### config.mk
export PLATFORM = sky130hd
export DESIGN_NAME = regfile_watch_monitor_flat
export DESIGN_NICKNAME = d
export VERILOG_FILES = /design/src/rtl/regfile_watch_monitor_if.sv /design/src/rtl/regfile_watch_monitor.sv /design/src/flat_wrapper.sv
export SDC_FILE = /design/constraint.sdc
export NUM_CORES = 1
export LEC_CHECK = 0
export CAP_MARGIN = 20
export CORE_MARGIN = 1.5
export CORE_UTILIZATION = 45
export DETAILED_ROUTE_END_ITERATION = 16
export PLACE_DENSITY = 0.86
export SETUP_SLACK_MARGIN = 0.02
export SLEW_MARGIN = 20
export SYNTH_ARGS = -nofsm -noshare
export SYNTH_HDL_FRONTEND = slang
export SYNTH_SLANG_ARGS = --single-unit
### constraint.sdc
create_clock -name clk -period 3.85 [get_ports clk]
set_input_delay 0.5775 -clock clk [delete_from_list [all_inputs] [get_ports clk]]
set_output_delay 0.5775 -clock clk [all_outputs]
set_load 0.03 [all_outputs]
### src/rtl/regfile_watch_monitor_if.sv
// Bus bundle between the core-side driver and regfile_watch_monitor:
// configuration, write-back snoop, status and change-log signals.
interface regfile_watch_monitor_if #(
  parameter int unsigned XLEN      = 32,
  parameter int unsigned NUM_WATCH = 3,
  parameter int unsigned IDXW      = (NUM_WATCH > 1) ? $clog2(NUM_WATCH) : 1
);
  logic                      start;
  logic                      cfg_we;
  logic [IDXW-1:0]           cfg_idx;
  logic [4:0]                cfg_addr;
  logic [XLEN-1:0]           cfg_exp;
  logic                      wb_en;
  logic [4:0]                wb_addr;
  logic [XLEN-1:0]           wb_data;
  logic [NUM_WATCH*XLEN-1:0] shadow_data;
  logic [NUM_WATCH-1:0]      match_vec;
  logic                      chg_valid;
  logic [IDXW-1:0]           chg_idx;
  logic [XLEN-1:0]           chg_data;
  logic                      busy;
  logic                      pass;
  logic                      fail;
  logic [31:0]               cycle_cnt;
  logic                      log_pop;
  logic                      log_valid;
  logic [IDXW-1:0]           log_idx;
  logic [XLEN-1:0]           log_data;

  modport master (
    output start, cfg_we, cfg_idx, cfg_addr, cfg_exp,
    output wb_en, wb_addr, wb_data, log_pop,
    input  shadow_data, match_vec, chg_valid, chg_idx, chg_data,
    input  busy, pass, fail, cycle_cnt, log_valid, log_idx, log_data
  );

  modport slave (
    input  start, cfg_we, cfg_idx, cfg_addr, cfg_exp,
    input  wb_en, wb_addr, wb_data, log_pop,
    output shadow_data, match_vec, chg_valid, chg_idx, chg_data,
    output busy, pass, fail, cycle_cnt, log_valid, log_idx, log_data
  );
endinterface

### src/rtl/regfile_watch_monitor.sv
// Shadows NUM_WATCH architectural registers from the write-back port and flags PASS/FAIL.
// Optional change-log FIFO enabled by defining REGFILE_WATCH_LOG_EN.
module regfile_watch_monitor #(
  parameter int unsigned XLEN      = 32,
  parameter int unsigned NUM_WATCH = 3,
  parameter int unsigned TIMEOUT   = 4096,
  parameter int unsigned LOG_DEPTH = 8,
  parameter int unsigned IDXW      = (NUM_WATCH > 1) ? $clog2(NUM_WATCH) : 1
) (
  input logic                    clk,
  input logic                    rst,
  regfile_watch_monitor_if.slave bus
);

  typedef enum logic [1:0] {S_IDLE, S_RUN, S_PASS, S_FAIL} state_e;

  state_e               state_q, state_d;
  logic [4:0]           cfg_addr_q [NUM_WATCH];
  logic [XLEN-1:0]      cfg_exp_q  [NUM_WATCH];
  logic [XLEN-1:0]      shadow_q   [NUM_WATCH];
  logic [XLEN-1:0]      shadow_d   [NUM_WATCH];
  logic [31:0]          cnt_q, cnt_d;
  logic                 chg_valid_q, chg_valid_d;
  logic [IDXW-1:0]      chg_idx_q, chg_idx_d;
  logic [XLEN-1:0]      chg_data_q, chg_data_d;
  logic                 busy_q, pass_q, fail_q;
  logic [NUM_WATCH-1:0] match_c;
  logic [NUM_WATCH-1:0] changed_c;
  logic                 start_run_c;

  assign start_run_c = bus.start && (state_q != S_RUN);

  for (genvar g = 0; g < NUM_WATCH; g++) begin : g_chan
    assign match_c[g] = (shadow_q[g] == cfg_exp_q[g]);
    assign bus.shadow_data[g*XLEN +: XLEN] = shadow_q[g];
  end

  // Next-state, shadow update and change detection
  always_comb begin
    logic found;
    state_d     = state_q;
    shadow_d    = shadow_q;
    cnt_d       = cnt_q;
    chg_valid_d = 1'b0;
    chg_idx_d   = chg_idx_q;
    chg_data_d  = chg_data_q;
    changed_c   = '0;
    found       = 1'b0;
    case (state_q)
      S_RUN: begin
        if (cnt_q != '1) cnt_d = cnt_q + 32'd1;
        for (int unsigned i = 0; i < NUM_WATCH; i++) begin
          if (bus.wb_en && (bus.wb_addr != 5'd0) && (bus.wb_addr == cfg_addr_q[i])) begin
            shadow_d[i]  = bus.wb_data;
            changed_c[i] = (bus.wb_data != shadow_q[i]);
          end
        end
        for (int unsigned i = 0; i < NUM_WATCH; i++) begin
          if (changed_c[i] && !found) begin
            found     = 1'b1;
            chg_idx_d = IDXW'(i);
          end
        end
        if (found) begin
          chg_valid_d = 1'b1;
          chg_data_d  = bus.wb_data;
        end
        // PASS takes priority over a coincident timeout
        if (&match_c)                        state_d = S_PASS;
        else if (cnt_q == 32'(TIMEOUT - 1))  state_d = S_FAIL;
      end
      default: begin
        if (bus.start) begin
          state_d = S_RUN;
          cnt_d   = '0;
          for (int unsigned i = 0; i < NUM_WATCH; i++) shadow_d[i] = '0;
        end
      end
    endcase
  end

  always_ff @(posedge clk) begin
    if (rst) begin
      state_q     <= S_IDLE;
      cnt_q       <= '0;
      chg_valid_q <= 1'b0;
      chg_idx_q   <= '0;
      chg_data_q  <= '0;
      busy_q      <= 1'b0;
      pass_q      <= 1'b0;
      fail_q      <= 1'b0;
      for (int unsigned i = 0; i < NUM_WATCH; i++) shadow_q[i] <= '0;
    end else begin
      state_q     <= state_d;
      cnt_q       <= cnt_d;
      chg_valid_q <= chg_valid_d;
      chg_idx_q   <= chg_idx_d;
      chg_data_q  <= chg_data_d;
      busy_q      <= (state_d == S_RUN);
      pass_q      <= (state_d == S_PASS);
      fail_q      <= (state_d == S_FAIL);
      shadow_q    <= shadow_d;
    end
  end

  // Channel configuration is frozen while a run is in progress
  always_ff @(posedge clk) begin
    if (rst) begin
      for (int unsigned i = 0; i < NUM_WATCH; i++) begin
        cfg_addr_q[i] <= '0;
        cfg_exp_q[i]  <= '0;
      end
    end else if (bus.cfg_we && (state_q != S_RUN)) begin
      for (int unsigned i = 0; i < NUM_WATCH; i++) begin
        if (bus.cfg_idx == IDXW'(i)) begin
          cfg_addr_q[i] <= bus.cfg_addr;
          cfg_exp_q[i]  <= bus.cfg_exp;
        end
      end
    end
  end

  assign bus.match_vec = match_c;
  assign bus.chg_valid = chg_valid_q;
  assign bus.chg_idx   = chg_idx_q;
  assign bus.chg_data  = chg_data_q;
  assign bus.busy      = busy_q;
  assign bus.pass      = pass_q;
  assign bus.fail      = fail_q;
  assign bus.cycle_cnt = cnt_q;

`ifdef REGFILE_WATCH_LOG_EN
  localparam int unsigned LOGW = (LOG_DEPTH > 1) ? $clog2(LOG_DEPTH) : 1;
  localparam int unsigned CNTW = LOGW + 1;

  logic [IDXW-1:0] log_idx_mem  [LOG_DEPTH];
  logic [XLEN-1:0] log_data_mem [LOG_DEPTH];
  logic [LOGW-1:0] wr_ptr_q, rd_ptr_q;
  logic [CNTW-1:0] count_q;
  logic            push_c, pop_c, full_c;

  assign full_c = (count_q == CNTW'(LOG_DEPTH));
  assign pop_c  = bus.log_pop && (count_q != '0);
  // A pop in the same cycle frees the slot, so a full log still accepts the event
  assign push_c = chg_valid_d && (!full_c || pop_c);

  always_ff @(posedge clk) begin
    if (rst || start_run_c) begin
      wr_ptr_q <= '0;
      rd_ptr_q <= '0;
      count_q  <= '0;
    end else begin
      if (push_c) wr_ptr_q <= (wr_ptr_q == LOGW'(LOG_DEPTH - 1)) ? '0 : wr_ptr_q + LOGW'(1);
      if (pop_c)  rd_ptr_q <= (rd_ptr_q == LOGW'(LOG_DEPTH - 1)) ? '0 : rd_ptr_q + LOGW'(1);
      if (push_c && !pop_c)      count_q <= count_q + CNTW'(1);
      else if (pop_c && !push_c) count_q <= count_q - CNTW'(1);
    end
  end

  always_ff @(posedge clk) begin
    if (push_c) begin
      log_idx_mem[wr_ptr_q]  <= chg_idx_d;
      log_data_mem[wr_ptr_q] <= chg_data_d;
    end
  end

  assign bus.log_valid = (count_q != '0);
  assign bus.log_idx   = (count_q != '0) ? log_idx_mem[rd_ptr_q]  : '0;
  assign bus.log_data  = (count_q != '0) ? log_data_mem[rd_ptr_q] : '0;
`else
  logic unused_log;
  assign unused_log    = ^{bus.log_pop, start_run_c, 32'(LOG_DEPTH)};
  assign bus.log_valid = 1'b0;
  assign bus.log_idx   = '0;
  assign bus.log_data  = '0;
`endif

endmodule
### src/flat_wrapper.sv
// flat-port wrapper written by rule: the top's interface ports become plain ports
module regfile_watch_monitor_flat 
#(
  parameter int unsigned XLEN      = 32,
  parameter int unsigned NUM_WATCH = 3,
  parameter int unsigned TIMEOUT   = 4096,
  parameter int unsigned LOG_DEPTH = 8,
  parameter int unsigned IDXW      = (NUM_WATCH > 1) ? $clog2(NUM_WATCH) : 1
)
  (clk, rst, bus_start, bus_cfg_we, bus_cfg_idx, bus_cfg_addr, bus_cfg_exp, bus_wb_en, bus_wb_addr, bus_wb_data, bus_log_pop, bus_shadow_data, bus_match_vec, bus_chg_valid, bus_chg_idx, bus_chg_data, bus_busy, bus_pass, bus_fail, bus_cycle_cnt, bus_log_valid, bus_log_idx, bus_log_data);
  regfile_watch_monitor_if #(.XLEN(XLEN), .NUM_WATCH(NUM_WATCH), .IDXW(IDXW)) bus_i ();
  input logic clk;
  input logic rst;
  input wire logic [$bits(bus_i.start)-1:0] bus_start;
  input wire logic [$bits(bus_i.cfg_we)-1:0] bus_cfg_we;
  input wire logic [$bits(bus_i.cfg_idx)-1:0] bus_cfg_idx;
  input wire logic [$bits(bus_i.cfg_addr)-1:0] bus_cfg_addr;
  input wire logic [$bits(bus_i.cfg_exp)-1:0] bus_cfg_exp;
  input wire logic [$bits(bus_i.wb_en)-1:0] bus_wb_en;
  input wire logic [$bits(bus_i.wb_addr)-1:0] bus_wb_addr;
  input wire logic [$bits(bus_i.wb_data)-1:0] bus_wb_data;
  input wire logic [$bits(bus_i.log_pop)-1:0] bus_log_pop;
  output wire logic [$bits(bus_i.shadow_data)-1:0] bus_shadow_data;
  output wire logic [$bits(bus_i.match_vec)-1:0] bus_match_vec;
  output wire logic [$bits(bus_i.chg_valid)-1:0] bus_chg_valid;
  output wire logic [$bits(bus_i.chg_idx)-1:0] bus_chg_idx;
  output wire logic [$bits(bus_i.chg_data)-1:0] bus_chg_data;
  output wire logic [$bits(bus_i.busy)-1:0] bus_busy;
  output wire logic [$bits(bus_i.pass)-1:0] bus_pass;
  output wire logic [$bits(bus_i.fail)-1:0] bus_fail;
  output wire logic [$bits(bus_i.cycle_cnt)-1:0] bus_cycle_cnt;
  output wire logic [$bits(bus_i.log_valid)-1:0] bus_log_valid;
  output wire logic [$bits(bus_i.log_idx)-1:0] bus_log_idx;
  output wire logic [$bits(bus_i.log_data)-1:0] bus_log_data;
  assign bus_i.start = bus_start;
  assign bus_i.cfg_we = bus_cfg_we;
  assign bus_i.cfg_idx = bus_cfg_idx;
  assign bus_i.cfg_addr = bus_cfg_addr;
  assign bus_i.cfg_exp = bus_cfg_exp;
  assign bus_i.wb_en = bus_wb_en;
  assign bus_i.wb_addr = bus_wb_addr;
  assign bus_i.wb_data = bus_wb_data;
  assign bus_i.log_pop = bus_log_pop;
  assign bus_shadow_data = bus_i.shadow_data;
  assign bus_match_vec = bus_i.match_vec;
  assign bus_chg_valid = bus_i.chg_valid;
  assign bus_chg_idx = bus_i.chg_idx;
  assign bus_chg_data = bus_i.chg_data;
  assign bus_busy = bus_i.busy;
  assign bus_pass = bus_i.pass;
  assign bus_fail = bus_i.fail;
  assign bus_cycle_cnt = bus_i.cycle_cnt;
  assign bus_log_valid = bus_i.log_valid;
  assign bus_log_idx = bus_i.log_idx;
  assign bus_log_data = bus_i.log_data;
  regfile_watch_monitor #(.XLEN(XLEN), .NUM_WATCH(NUM_WATCH), .TIMEOUT(TIMEOUT), .LOG_DEPTH(LOG_DEPTH), .IDXW(IDXW)) u_core (.clk(clk), .rst(rst), .bus(bus_i));
endmodule
* Word-level counts from Yosys, hierarchy flattened
Memory sizes are Yosys's and may differ from the RTL's. Cells that the tools add are included.
Word-level totals: register bits after elaboration 168, bits in writable memories 111, input bits 82, word-level logic and storage cells 112, memories kept 2
Operators by class: $add $sub $neg 1, equal/unequal tests 22, multiplexer cells 48, bitwise gates (word level) 7, reduce and logical (&&, ||, !) cells 21
Memories:
- u_core.cfg_exp_q | depth 3, bits a word 32, rd ports 3, clocked after memory_dff 0, wr ports 3, RTL line regfile_watch_monitor.sv:19 | logic [XLEN-1:0] cfg_exp_q [NUM_WATCH];
- u_core.cfg_addr_q | depth 3, bits a word 5, rd ports 3, clocked after memory_dff 0, wr ports 3, RTL line regfile_watch_monitor.sv:18 | logic [4:0] cfg_addr_q [NUM_WATCH];
Operators by type and width (count):
- 2-to-1 mux 32 bit | 9
- 2-to-1 mux 96 bit | 2
- == test 32 bit | 3
- != test 32 bit | 3
- adder 32 x 1 -> 32 bit (second input constant) | 1
- == test 32 x 12 -> 1 bit (second input constant) | 1
- != test 32 bit (second input constant) | 1
- 2-to-1 mux 1 bit | 27
- == test 5 bit | 3
- 2-to-1 mux 5 bit | 3
- 2-to-1 mux 2 bit | 7
- AND reduction 2 bit | 6
- != test 2 x 1 -> 1 bit (second input constant) | 5
- logical AND 1 bit | 7
- == test 2 x 1 -> 1 bit (second input constant) | 3
- == test 2 bit (second input constant) | 3
- bitwise OR 1 bit | 6
- nonzero test 5 bit | 1
- AND reduction 3 bit | 1
- nonzero test 3 bit | 1
- logical NOT 1 bit | 2
- logical NOT 2 bit | 1
- nonzero test 2 bit | 1
- OR reduction 2 bit | 1
- inverter 1 bit | 1

* Logic depth before layout (Yosys ltp)
Gate-level depths: netlist of the first run.
word-level depth 16, gate-level depth with buffers 10, gate-level depth less buffers 7

* Worst setup path after synthesis of the first run
No wires, ideal clock.
path type register -> register, start register u_core.state_q[1], end memory u_core.cfg_addr_q[0][0] (enable), library setup time 0.488 ns, arrival 3.443 ns, path slack -0.080 ns, cell stages (with the launch flop) 4, path buffers 0, cell sequence dfxtp_1 -> nand2b_1 -> nand2_1 -> o31ai_1
RTL lines:
- start, declared | RTL line regfile_watch_monitor.sv:17 | state_e state_q, state_d;
- start signal, assigned | RTL line regfile_watch_monitor.sv:94 | state_q <= state_d;
- end, declared | RTL line regfile_watch_monitor.sv:18

* Worst setup path after layout of the first run
start register u_core.shadow_q (netlist bit u_core.bus.shadow_data[46]), end output bus_match_vec[1]
On the way: word-level cells in the longest chain between the ends 1
RTL lines:
- start, declared | RTL line regfile_watch_monitor.sv:20 | logic [XLEN-1:0] shadow_q [NUM_WATCH];
- start signal, assigned | RTL line regfile_watch_monitor.sv:102 | shadow_q <= shadow_d;
- == test 32 bit | RTL line regfile_watch_monitor.sv:34 | assign match_c[g] = (shadow_q[g] == cfg_exp_q[g]);
- end, declared | RTL line flat_wrapper.sv:24 | output wire logic [$bits(bus_i.match_vec)-1:0] bus_match_vec;
No other way between the ends.

==> impl_metrics.csv, run 1 <==
group,metric,value,unit
power,clkPwrFrac,44.8,%
global_route,grt.total_usage,27.82,%
status,outcome,"complete, no violations",
critical_path,timing.rr.end,"u_core.bus.shadow_data[94]",
critical_path,path_class,"register to output port",
sta,finalSetupViolations,0,
final_layout,layout_common_cells,"248 x clkdlybuf4s50_1, 182 x nand2_1, 169 x xor2_1",
final_layout,antenna_cells,0,
placement,port_buffers,249,
power,p_leak,6.453,nW
sta,fmax,0.2802,GHz
clock_network,cts_tree,"yes",
global_route,grt_pass1_vias,10730,
synth,synth_edf_count,111,
floorplanning,initial_core_util,45.62,%
clock_network,cts_made_buffers,29,
synth,yosysSeqAreaShare,51.27,%
min_path,hp-class,"register to register",
power,ir_worst_vdd,0.3241,mV
placement,place_congestion,0.9565,
sta,max_slew_margin,48.40,%
drt,wl_per_cell,22.14,um
synth,syn_area_per_cell,9.886,um^2
floorplanning,io_pins,286,
flow_run,drv_cap,0,
critical_path,rr_startpoint,"u_core.state_q[1]",
sta,fin_ws,0.2816,ns
synth,yosys_warnings,0,
floorplanning,row_count,62,
floorplanning,die_area,30050,um^2
sta,hold_violations,0,
drt,ant_nets,0,
floorplanning,core-area,28630,um^2
clock_network,clk_pin_slew,0.07,ns
global_route,use_met1,36.62,%
critical_path,path_cells,"xor2_1, nor4_1, nand4_1, nor2_1, clkdlybuf4s50_1",
drt,drcViolationCount,0,
global_route,grt_pass1_wl,64180,um
critical_path,setup.worst_path.end_class,"output port",
sta,tightest_slew,0.7740,ns
critical_path,crit_path_max_fanout,4,
power,switching_power,1.711,mW
sta,rsz0062_at_grt,"false",
global_route,grt_max_degree,70,
placement,dp_hpwl,31460,um
sta,skew,0.03281,ns
critical_path,r2r_setup_slack,1.18,ns
global_route,grt_antenna_before_repair,2,
critical_path,cp-start-kind,"register",
clock_network,clk_latency,0.58,ns
min_path,whs_path_depth,2,
drt,routed_wirelength,43060,um
final_layout,nFillCells,2336,
global_route,met2_usage,43.41,%
sta,fin_tns_setup,0,ns
power,seqPwrFrac,46.5,%
critical_path,max_stage_delay,0.76,ns
power,p_per_area,409.0,nW/um^2
final_layout,drive_above_1_share,6.983,%
clock_network,cts-root-buf,"clkbuf_16",
clock_network,cts_resized,0,
final_layout,final_nets,1621,
final_layout,syn2layout_area_growth,29.13,%
final_layout,multi_input_area,5832,um^2
floorplanning,dieWidth,173.4,um
drt,vias_per_cell,5.712,
min_path,hp-start,"u_core.bus.chg_data[23]",
final_layout,post-route-util,58.92,%
global_route,gr-max-usage-layer,"met2",
synth,ys.flop_type,"dfxtp_1",
final_layout,mostFrequentLayoutCell,"clkdlybuf4s50_1",
synth,synthArstFlopShare,0,%
sta,post-route-period-util,92.69,%
sta,post-route-min-period,3.568,ns
clock_network,post-cts-setup-buffers,0,
global_route,overflow,0,
critical_path,cpMaxStageDelayCell,"clkdlybuf4s50_1",
drt,firstDrtPassIters,6,
critical_path,worstRegToRegCells,5,
placement,place_ws,0.5066,ns
critical_path,crit_required,3.27,ns
drt,drtIter0Drc,1408,
critical_path,cp.arrival,2.99,ns
clock_network,postCtsHoldBufs,0,
power,internal-power,5.186,mW
drt,vias,11110,
floorplanning,die_height,173.4,um
synth,ys_ff_latch,279,
power,swShare,24.81,%
sta,slew_viol_final,0,
power,pwr-share-comb,8.7,%
clock_network,cts.sinks,279,
clock_network,cts_buffer_depth,3,
global_route,use_met3,5.658,%
synth,syn_inst,1321,
final_layout,seq_area,6696,um^2
synth,syn_area,13060,um^2
synth,synth_cell_types,55,
min_path,hold_end,"u_core.bus.chg_data[23]",
clock_network,htree_levels,1,
## power by group through the flow
stage	Clock, mW	Combinational, mW	Sequential [mW]
floorplan	0	0.347	3.28
CTS	3.09	0.589	3.21
detailed placement	0	0.584	3.27
global placement	0	0.576	3.26
finish	3.09	0.600	3.21
global route	3.22	0.630	3.21
## through the flow
stage,total power [mW],area (um^2),instances,hold slack (ns)
2_1_floorplan,3.631,13190,1355,0.4683
3_5_place_dp,3.855,15810,1891,0.4517
3_3_place_gp,3.841,15810,1891,0.4440
5_1_grt,7.058,16860,1945,0.4755
4_1_cts,6.884,16860,1945,0.4612
6_report,6.897,16860,1945,0.4565
## metal layers
| metal | part of all wire (%) | wire, um |
|---|---|---|
| met1 | 39 | 16750 |
| met2 | 45 | 19270 |
| met3 | 11 | 4659 |
| met4 | 5.5 | 2369 |
| met5 | 0 | 0 |
## layout make-up
cell class / count / share of cell area (%)
flip-flops and latches: 279 / 39.71
multi-input cells: 936 / 34.58
repair buffers: 285 / 16.44
clock inverters: 19 / 1.588
clock buffers: 35 / 4.681
well taps: 384 / 2.849
inverters: 7 / 0.1558
## worst max-delay path by stage
stage,startpoint,endpoint,slack (ns),cells past startpoint
floorplan,u_core.state_q[1],u_core.cfg_addr_q[0][0],-0.08,3
global placement,bus_wb_data[14],u_core.bus.chg_data[17],0.59,8
detailed placement,bus_wb_data[21],u_core.bus.chg_data[19],0.51,8
CTS,u_core.bus.shadow_data[46],bus_match_vec[1],0.34,5
global route,u_core.bus.shadow_data[46],bus_match_vec[1],0.31,5
finish,u_core.bus.shadow_data[46],bus_match_vec[1],0.28,5
## registers in the layout, summed over array words and instances (netlist names)
| register | flops |
|---|---|
| u_core.cfg_addr_q | 15 |
| u_core.bus.chg_valid | 1 |
| u_core.cfg_exp_q | 96 |
| u_core.bus.shadow_data | 96 |
| u_core.bus.pass | 1 |
| u_core.bus.chg_idx | 2 |
| u_core.bus.chg_data | 32 |
| u_core.bus.cycle_cnt | 32 |
| u_core.bus.fail | 1 |
| u_core.state_q | 2 |
| u_core.bus.busy | 1 |
## synthesized netlist by cell type, types with 2 or more instances
cell type / n / area (um^2)
edfxtp_1: 111 / 3333
a21oi_1: 107 / 535.5
inv_1: 6 / 22.52
nor4_1: 49 / 306.5
o2111ai_1: 4 / 35.03
clkbuf_1: 70 / 262.8
xor2_1: 169 / 1480
nand3_1: 115 / 575.6
nand4_1: 34 / 212.7
a211oi_1: 4 / 30.03
and4_1: 2 / 17.52
mux2_2: 5 / 56.30
buf_1: 12 / 45.04
or4_1: 6 / 45.04
or3_1: 4 / 25.02
o31ai_1: 9 / 67.56
dfxtp_1: 168 / 3363
buf_4: 37 / 277.8
buf_12: 3 / 60.06
mux2i_1: 32 / 320.3
buf_2: 10 / 50.05
and2_1: 41 / 256.5
nand4b_1: 2 / 17.52
o21ai_0: 6 / 30.03
o21a_1: 3 / 22.52
nor3_1: 13 / 65.06
nand2_1: 183 / 686.9
nor4_2: 2 / 25.02
o211ai_1: 4 / 30.03
xnor2_1: 50 / 437.9
nor2_1: 33 / 123.9
and3_1: 4 / 25.02
## critical path: cells and delay by family, from the launching register on
kind,cells,cell delay [ns]
xor gates and xnor gates,1,0.13
and+or+nand+nor,3,1.07
DFF,1,0.46
buffers and inverters,1,0.76
## kinds of logic (layout without fill, tap and decap cells)
group,Yosys count,after routing,synth area share [%]
AO/OA/AOI/OAI,147,147,6.563
XOR/XNOR,219,219,14.69
adder cells (fa/ha/maj),1,1,0.09579
buffers and inverters,140,346,5.614
flip-flops,279,279,51.27
multiplexers,37,37,2.884
other,1,35,0.02871
AND/OR/NAND/NOR,497,497,18.85
Power figures use the tool's default switching activity.
==> run 2: changes to the inputs <==
--- a/config.mk
+++ b/config.mk
@@ -7,9 +7,11 @@
 export LEC_CHECK = 0
 export CAP_MARGIN = 20
 export CORE_MARGIN = 1.5
-export CORE_UTILIZATION = 45
+export CORE_UTILIZATION = 43
+export CTS_CLUSTER_SIZE = 14
 export DETAILED_ROUTE_END_ITERATION = 16
-export PLACE_DENSITY = 0.86
+export HOLD_SLACK_MARGIN = 0.05
+export PLACE_DENSITY = 0.83
 export SETUP_SLACK_MARGIN = 0.02
 export SLEW_MARGIN = 20
 export SYNTH_ARGS = -nofsm -noshare
==> impl_metrics.csv, run 2 (synthesis gave the netlist of run 1 again) <==
group,metric,value,unit
final_layout,layout_common_cells,"248 x clkdlybuf4s50_1, 182 x nand2_1, 169 x xor2_1",
min_path,hp-class,"register to register",
global_route,grt_antenna_before_repair,1,
placement,place_congestion,0.9278,
placement,dp_hpwl,31440,um
flow_run,drv_cap,0,
sta,tightest_slew,0.8600,ns
floorplanning,dieWidth,177.3,um
placement,dp.cells,1893,
global_route,overflow,0,
drt,vias_per_cell,5.650,
power,p_per_area,406.6,nW/um^2
sta,fin_ws,0.3091,ns
final_layout,syn2layout_area_growth,28.84,%
final_layout,instances_no_fill,1952,
clock_network,postCtsHoldBufs,0,
critical_path,cp.arrival,2.96,ns
drt,firstDrtPassIters,8,
sta,skew,0.02237,ns
sta,post-route-period-util,91.97,%
sta,post-route-min-period,3.541,ns
sta,finalSetupViolations,0,
critical_path,cp-start-kind,"register",
floorplanning,die_height,177.3,um
sta,rsz0062_at_grt,"false",
placement,port_buffers,249,
drt,routed_wirelength,42460,um
sta,hold_violations,0,
drt,vias,11030,
clock_network,cts_resized,0,
critical_path,setup.worst_path.end_class,"output port",
critical_path,crit_required,3.27,ns
power,ir_worst_vdd,0.3897,mV
status,outcome,"complete, no violations",
clock_network,cts_tree,"yes",
clock_network,cts_made_buffers,31,
drt,drcViolationCount,0,
final_layout,mostFrequentLayoutCell,"clkdlybuf4s50_1",
sta,max_slew_margin,42.14,%
sta,fin_tns_setup,0,ns
clock_network,cts.sinks,279,
drt,ant_nets,0,
global_route,grt_max_degree,70,
floorplanning,die_area,31430,um^2
clock_network,post-cts-setup-buffers,0,
clock_network,cts_buffer_depth,3,
global_route,grt_pass1_wl,62160,um
power,power.total,6.842,mW
final_layout,final_nets,1619,
drt,wl_per_cell,21.75,um
clock_network,htree_levels,1,
floorplanning,core-area,29800,um^2
floorplanning,initial_core_util,43.83,%
clock_network,clk_pin_slew,0.06,ns
sta,slew_viol_final,0,
clock_network,clk_latency,0.58,ns
sta,fmax,0.2824,GHz
floorplanning,row_count,63,
drt,drtIter0Drc,1286,
critical_path,crit_path_max_fanout,2,
final_layout,drive_above_1_share,6.598,%
critical_path,path_class,"register to output port",
global_route,grt.total_usage,26.35,%
clock_network,cts-root-buf,"clkbuf_16",
placement,place_ws,0.2879,ns
power,p_leak,6.444,nW
floorplanning,io_pins,286,
global_route,grt_pass1_vias,10410,
final_layout,nFillCells,2470,
-- run 2: cell count changes in the layout (fill, tap and decap cells not counted), moves of 2 or more --
cell	before	now
buf_4	36	32
clkinvlp_4	5	1
clkinv_4	2	0
clkbuf_1	3	5
clkinv_1	0	4
clkinv_2	4	9
-- run 2: critical path, stage by stage, from the launching register on --
cell	delay [ns]
edfxtp_1	0.39
xor2_1	0.21
nor4_1	0.50
nand4_1	0.15
nor2_1	0.38
clkdlybuf4s50_1	0.76
-- run 2: final timing paths --
path,slack [ns],cells past startpoint,startpoint,to
worst max-delay path,0.31,5,u_core.cfg_exp_q[0][61],bus_match_vec[1]
worst min-delay path,0.46,2,u_core.bus.chg_data[13],u_core.bus.chg_data[13]
worst max register to register,1.21,5,u_core.state_q[1],u_core.bus.shadow_data[74]
worst min register to register,0.46,2,u_core.bus.chg_data[13],u_core.bus.chg_data[13]
-- run 2: layer usage --
metal | GRT usage [%] | vias up | routed length [um]
li1 | - | 4960 | -
met3 | 4.661 | 116 | 4402
met5 | 0 | - | 0
met2 | 41.31 | 690 | 19350
met1 | 35.34 | 5262 | 16800
met4 | 12.29 | 0 | 1904
-- run 2: through the flow --
step	hold WS, ns	util [%]	cell area (um^2)
finish	0.4581	56.47	16830
global route	0.4771	56.47	16830
detailed placement	0.4508	52.98	15790
global placement	0.4438	52.98	15790
CTS	0.4592	56.46	16820
floorplan	0.4683	-	13190
-- run 2: report_power, final --
group          switching, mW  internal, mW  leakage, nW
Clock                   1.25          1.79        0.515
Combinational          0.393         0.202         3.42
Sequential            0.0438          3.16         2.51
-- run 2: area by class of cell --
cell class / instances / area (um^2) / share of cell area, %
flip-flops and latches: 279 / 6696 / 39.80
clock inverters: 20 / 216.5 / 1.286
well taps: 390 / 488.0 / 2.900
clock buffers: 38 / 822.0 / 4.885
diodes: 1 / 2.502 / 0.01487
inverters: 7 / 26.28 / 0.1562
repair buffers: 281 / 2743 / 16.30
multi-input cells: 936 / 5832 / 34.66
==> edit 1 (config.mk and constraints of run 1) <==
`NUM_WATCH` is set to 3 in 3 places; all go to 2.
--- a/src/rtl/regfile_watch_monitor_if.sv
+++ b/src/rtl/regfile_watch_monitor_if.sv
@@ -2,7 +2,7 @@
 // configuration, write-back snoop, status and change-log signals.
 interface regfile_watch_monitor_if #(
   parameter int unsigned XLEN      = 32,
-  parameter int unsigned NUM_WATCH = 3,
+  parameter int unsigned NUM_WATCH = 2,
   parameter int unsigned IDXW      = (NUM_WATCH > 1) ? $clog2(NUM_WATCH) : 1
 );
   logic                      start;
--- a/src/rtl/regfile_watch_monitor.sv
+++ b/src/rtl/regfile_watch_monitor.sv
@@ -2,7 +2,7 @@
 // Optional change-log FIFO enabled by defining REGFILE_WATCH_LOG_EN.
 module regfile_watch_monitor #(
   parameter int unsigned XLEN      = 32,
-  parameter int unsigned NUM_WATCH = 3,
+  parameter int unsigned NUM_WATCH = 2,
   parameter int unsigned TIMEOUT   = 4096,
   parameter int unsigned LOG_DEPTH = 8,
   parameter int unsigned IDXW      = (NUM_WATCH > 1) ? $clog2(NUM_WATCH) : 1
--- a/src/flat_wrapper.sv
+++ b/src/flat_wrapper.sv
@@ -2,7 +2,7 @@
 module regfile_watch_monitor_flat 
 #(
   parameter int unsigned XLEN      = 32,
-  parameter int unsigned NUM_WATCH = 3,
+  parameter int unsigned NUM_WATCH = 2,
   parameter int unsigned TIMEOUT   = 4096,
   parameter int unsigned LOG_DEPTH = 8,
   parameter int unsigned IDXW      = (NUM_WATCH > 1) ? $clog2(NUM_WATCH) : 1
Interface: changed (5 resized); port bits go from 286 to 250. The function was not compared with the original's and may differ.
==> edit 1 against run 1 <==
- setup slack better by 0.16 ns
- total power is 27% lower
- sequential power is 26% lower
- die area is 23% lower
- clock power is 28% lower
- core utilization is 0.59 points higher
- sequential cell count is 70 lower
- synthesized area is 24% lower
- routed wire length is 32% lower
- final area is 23% lower
- highest routed layer unchanged
==> edit 1: results (changes against run 1) <==
[place]
finalWeightedCongestion = 0.9252  ; -3.3%
port_buffers = 214  ; -14%
placed_cells_incl_taps = 1449  ; -23%
dp_slack_ns = 0.6836  ; +0.1770 ns
post-dp-hpwl_microns = 21540  ; -32%

[power]
ir_drop_mv = 0.3908  ; +21%
power.leakage_uw = 0.004883  ; -24%
p_per_area_nw_per_um2 = 389.2  ; -4.8%

[synthesis]
synthDominantCellAreaShare_pct = 27.08  ; +1.3 points
ys_top_cells_by_area = dfxtp_1 27%, edfxtp_1 22%, xor2_1 7.8%, xnor2_1 6.3%, nand3_1 4.2%
yosysSeqAreaShare_pct = 49.35  ; -1.9 points
netlist_top_cells_count = 135 x dfxtp_1, 89 x xor2_1, 83 x nand3_1
synthDistinctLibCells = 52  ; -5.5%

[routing]
wl_per_cell_microns = 19.73  ; -11%
drtIter0Drc = 893  ; -37%
dr.pass1.iters = 5  ; -1

[cells_and_area]
final_cells = 1494  ; -23%
nNetsFinal = 1277  ; -21%
drive_above_1_share_pct = 5.281  ; -1.7 points

[clocking]
clk_latency_ns = 0.54  ; -0.04 ns
cts_buffers = 23  ; -21%

[grt]
grt_use_total_pct = 24.64  ; -3.2 points
grt_max_degree = 86  ; +23%
first_global_vias = 7885  ; -27%

[worst_setup_path]
cp_slowest_stage_delay_ns = 0.71  ; -0.05 ns
worst_ep_arrival_time_ns = 2.84  ; -0.15 ns

[run_status]
outcome = completed

[timing]
worst_pin_slew_ns = 0.9882  ; +0.2142 ns

## edit 1: cell types whose count changed after synthesis, sizes merged, moves of 33 or more
cell / before / now
clkbuf: 70 / 34
xor2: 169 / 89
edfxtp: 111 / 74
a21oi: 108 / 75
nand2b: 1 / 66
nand2: 183 / 74
dfxtp: 168 / 135
## edit 1: per-layer routing
layer / up-vias / global-route usage [%] / wire, microns
met4: 0 / 11.74 / 1297
li1: 3780 / - / -
met5: - / 0 / 0
met1: 3860 / 32.97 / 11990
met2: 448 / 38.70 / 13600
met3: 96 / 4.392 / 2588
## edit 1: per-stage QoR
step	hold slack [ns]	cell area, sq um
global route	0.4979	12990
detailed placement	0.4687	12210
global placement	0.4602	12210
floorplan	0.5418	10100
finish	0.4759	12990
CTS	0.4794	12960
## edit 1: kinds of logic after synthesis
kind of cell               after synthesis  synth area share (%)
buffers and inverters                   86                 5.165
DFF                                    209                 49.35
and+or+nand+nor                        406                 22.37
muxes                                   32                 3.210
other                                    1               0.03758
adders and majority gates                1                0.1254
xor gates and xnor gates               161                 14.13
AOI/OAI and AO/OA                       97                 5.617
## edit 1: layout make-up
class                   count  area share (%)
repair buffers            228           17.48
clock buffers              29           4.605
inverters                   2         0.05780
diodes                      2         0.03854
clock inverters            13           1.175
flip-flops and latches    209           37.92
well taps                 280           2.697
multi-input cells         731           36.03
## edit 1: where the power goes
group	switching [uW]	internal [uW]	total [uW]	leakage, uW
Combinational	269	180	449	0.00265
Clock	909	1310	2220	0.000361
Sequential	33.2	2350	2390	0.00187
## edit 1: worst max-delay path, delay by kind of cell (launching register included)
kind                      cells  cell delay [ns]
DFF                           1             0.45
and+or+nand+nor               3             1.01
xor gates and xnor gates      1             0.13
buffers and inverters         1             0.71
## edit 1: final timing paths
path                                                  from                      end  slack (ns)  cells after the start
worst min-delay path               u_core.bus.chg_data[19]  u_core.bus.chg_data[19]        0.48                      2
worst max register to register  u_core.bus.shadow_data[46]          u_core.bus.fail        1.17                      6
worst max-delay path            u_core.bus.shadow_data[46]         bus_match_vec[1]        0.44                      5
worst min register to register     u_core.bus.chg_data[19]  u_core.bus.chg_data[19]        0.48                      2
==> edit 2 (settings of run 1) <==
Made on the original files. `chg_data_q` no longer has a reset.
--- a/src/rtl/regfile_watch_monitor.sv
+++ b/src/rtl/regfile_watch_monitor.sv
@@ -85,7 +85,6 @@
       cnt_q       <= '0;
       chg_valid_q <= 1'b0;
       chg_idx_q   <= '0;
-      chg_data_q  <= '0;
       busy_q      <= 1'b0;
       pass_q      <= 1'b0;
       fail_q      <= 1'b0;
@@ -95,12 +94,15 @@
       cnt_q       <= cnt_d;
       chg_valid_q <= chg_valid_d;
       chg_idx_q   <= chg_idx_d;
-      chg_data_q  <= chg_data_d;
       busy_q      <= (state_d == S_RUN);
       pass_q      <= (state_d == S_PASS);
       fail_q      <= (state_d == S_FAIL);
       shadow_q    <= shadow_d;
     end
+  end
+
+  always_ff @(posedge clk) begin
+    chg_data_q <= chg_data_d;
   end
 
   // Channel configuration is frozen while a run is in progress
Behaviour: differs if rst is asserted again (counterexample within 4 cycles, from zero or initial values and one cycle with rst high); with rst held inactive, the same outputs for 4 cycles.
==> edit 2 against run 1 <==
- final cell count fell by 5.4%
- routed wire length fell by 3.1%
- final area fell by 2.7%
- setup slack improved by 0.018 ns
- synthesized cell count fell by 8.3%
- synthesized area fell by 2.6%
- total power fell by 6.4%
- sequential cell count did not move
- critical endpoint is now bus_match_vec[0]
- highest routed layer unchanged
==> edit 2: results (changes against run 1) <==
[clocking]
clockBufferDepth = 3  ; unchanged
clk_latency_ns = 0.56  ; -0.02 ns
path_clk_slew_ns = 0.06
cts_buffers = 28  ; -3.4%

[place]
placed_cells_incl_taps = 1787  ; -5.5%
dpl_cell_area_sq_um = 15520  ; -1.8%
post-dp-hpwl_microns = 30740  ; -2.3%

[grt]
first_global_vias = 10190  ; -5.1%
grt_max_degree = 109  ; +56%
grt_pass1_wl_microns = 61700  ; -3.9%
grt_use_total_pct = 28.39  ; +0.57 points
antenna_found_initial = 1  ; -1

[power]
p_int_uw = 4908  ; -5.4%
p_per_area_nw_per_um2 = 393.7  ; -3.7%
power.leakage_uw = 0.005924  ; -8.2%
p_seq_uw = 3260  ; +2%
ir_drop_mv = 0.3942  ; +22%
comb_power_share_pct = 8.9  ; +0.2 points

[cells_and_area]
inverters = 3  ; -4
drive_above_1_share_pct = 5.959  ; -1.0 points
biggestCellCategory = sequential cells
seq_area_share_pct = 42.78  ; +3.1 points
bufAreaShareNonClock_pct = 16.80  ; +0.36 points
nFillCells = 2214  ; -5.2%
multi_input_cells = 843  ; -9.9%
antenna_cells = 1  ; +1
clk_share_pct = 5.324  ; -0.94 points

[timing]
skew_ns = 0.01991  ; -0.01291 ns
relSlewSlack_pct = 39.27  ; -9.1 points

[synthesis]
synth_ff_type = edfxtp_1
ys_top_cells_by_area = edfxtp_1 34%, dfxtp_1 21%, xor2_1 10%, xnor2_1 5.3%, nand3_1 4.7%
synth_xor_area_share_pct = 15.43  ; +0.74 points
muxShareOfSynthArea_pct = 0.07872  ; -2.8 points
yosys.area_share.adder_pct = 0.09840  ; +0.0026 points
yosysSeqAreaShare_pct = 55.18  ; +3.9 points
synth-edff-count = 143  ; +29%
postSynthCellCount = 1212  ; -8.3%
synth-compound-area-share_pct = 6.219  ; -0.34 points
async_flop_share_pct = 0  ; unchanged
synthDistinctLibCells = 48  ; -13%

[routing]
dr_total_vias = 10640  ; -4.2%
wl_per_cell_microns = 22.69  ; +2.5%
avgViaCountPerCell = 5.786  ; +1.3%
wl_met3_microns = 5050  ; +8.4%
met1_length_microns = 16240  ; -3.0%
wl_met2_microns = 18320  ; -4.9%

[min_path]
hp-class = input pin to flop

[worst_setup_path]
worst_ep_arrival_time_ns = 2.97  ; -0.02 ns
rrSetupSlack_ns = 0.99  ; -0.19 ns

[floorplanning]
coreArea_sq_um = 27780  ; -2.9%

[run_status]
outcome = completed

## edit 2: final timing paths
kind | from | end | cells past startpoint
min | rst | u_core.bus.pass | 2
min reg2reg | u_core.bus.chg_idx[0] | u_core.bus.chg_idx[0] | 2
max reg2reg | u_core.state_q[0] | u_core.bus.chg_data[15] | 7
max | u_core.bus.shadow_data[5] | bus_match_vec[0] | 5
## edit 2: per-stage QoR
step / worst slack, ns / util [%] / TNS (ns) / hold WS (ns)
after floorplan: -0.07398 / - / -5.475 / 0.4654
after global routing: 0.2102 / 59.04 / 0 / 0.3037
after global placement: 0.5698 / 55.88 / 0 / 0.4421
after detailed placement: 0.5320 / 55.88 / 0 / 0.4532
final: 0.2992 / 59.04 / 0 / 0.3030
after CTS: 0.3611 / 59.02 / 0 / 0.2884
## edit 2: layer usage
| metal | global-route usage, % | vias to the layer above |
|---|---|---|
| li1 | - | 4646 |
| met1 | 39.13 | 5070 |
| met2 | 42.75 | 774 |
| met3 | 5.690 | 151 |
| met4 | 13.65 | 0 |
| met5 | 0 | - |
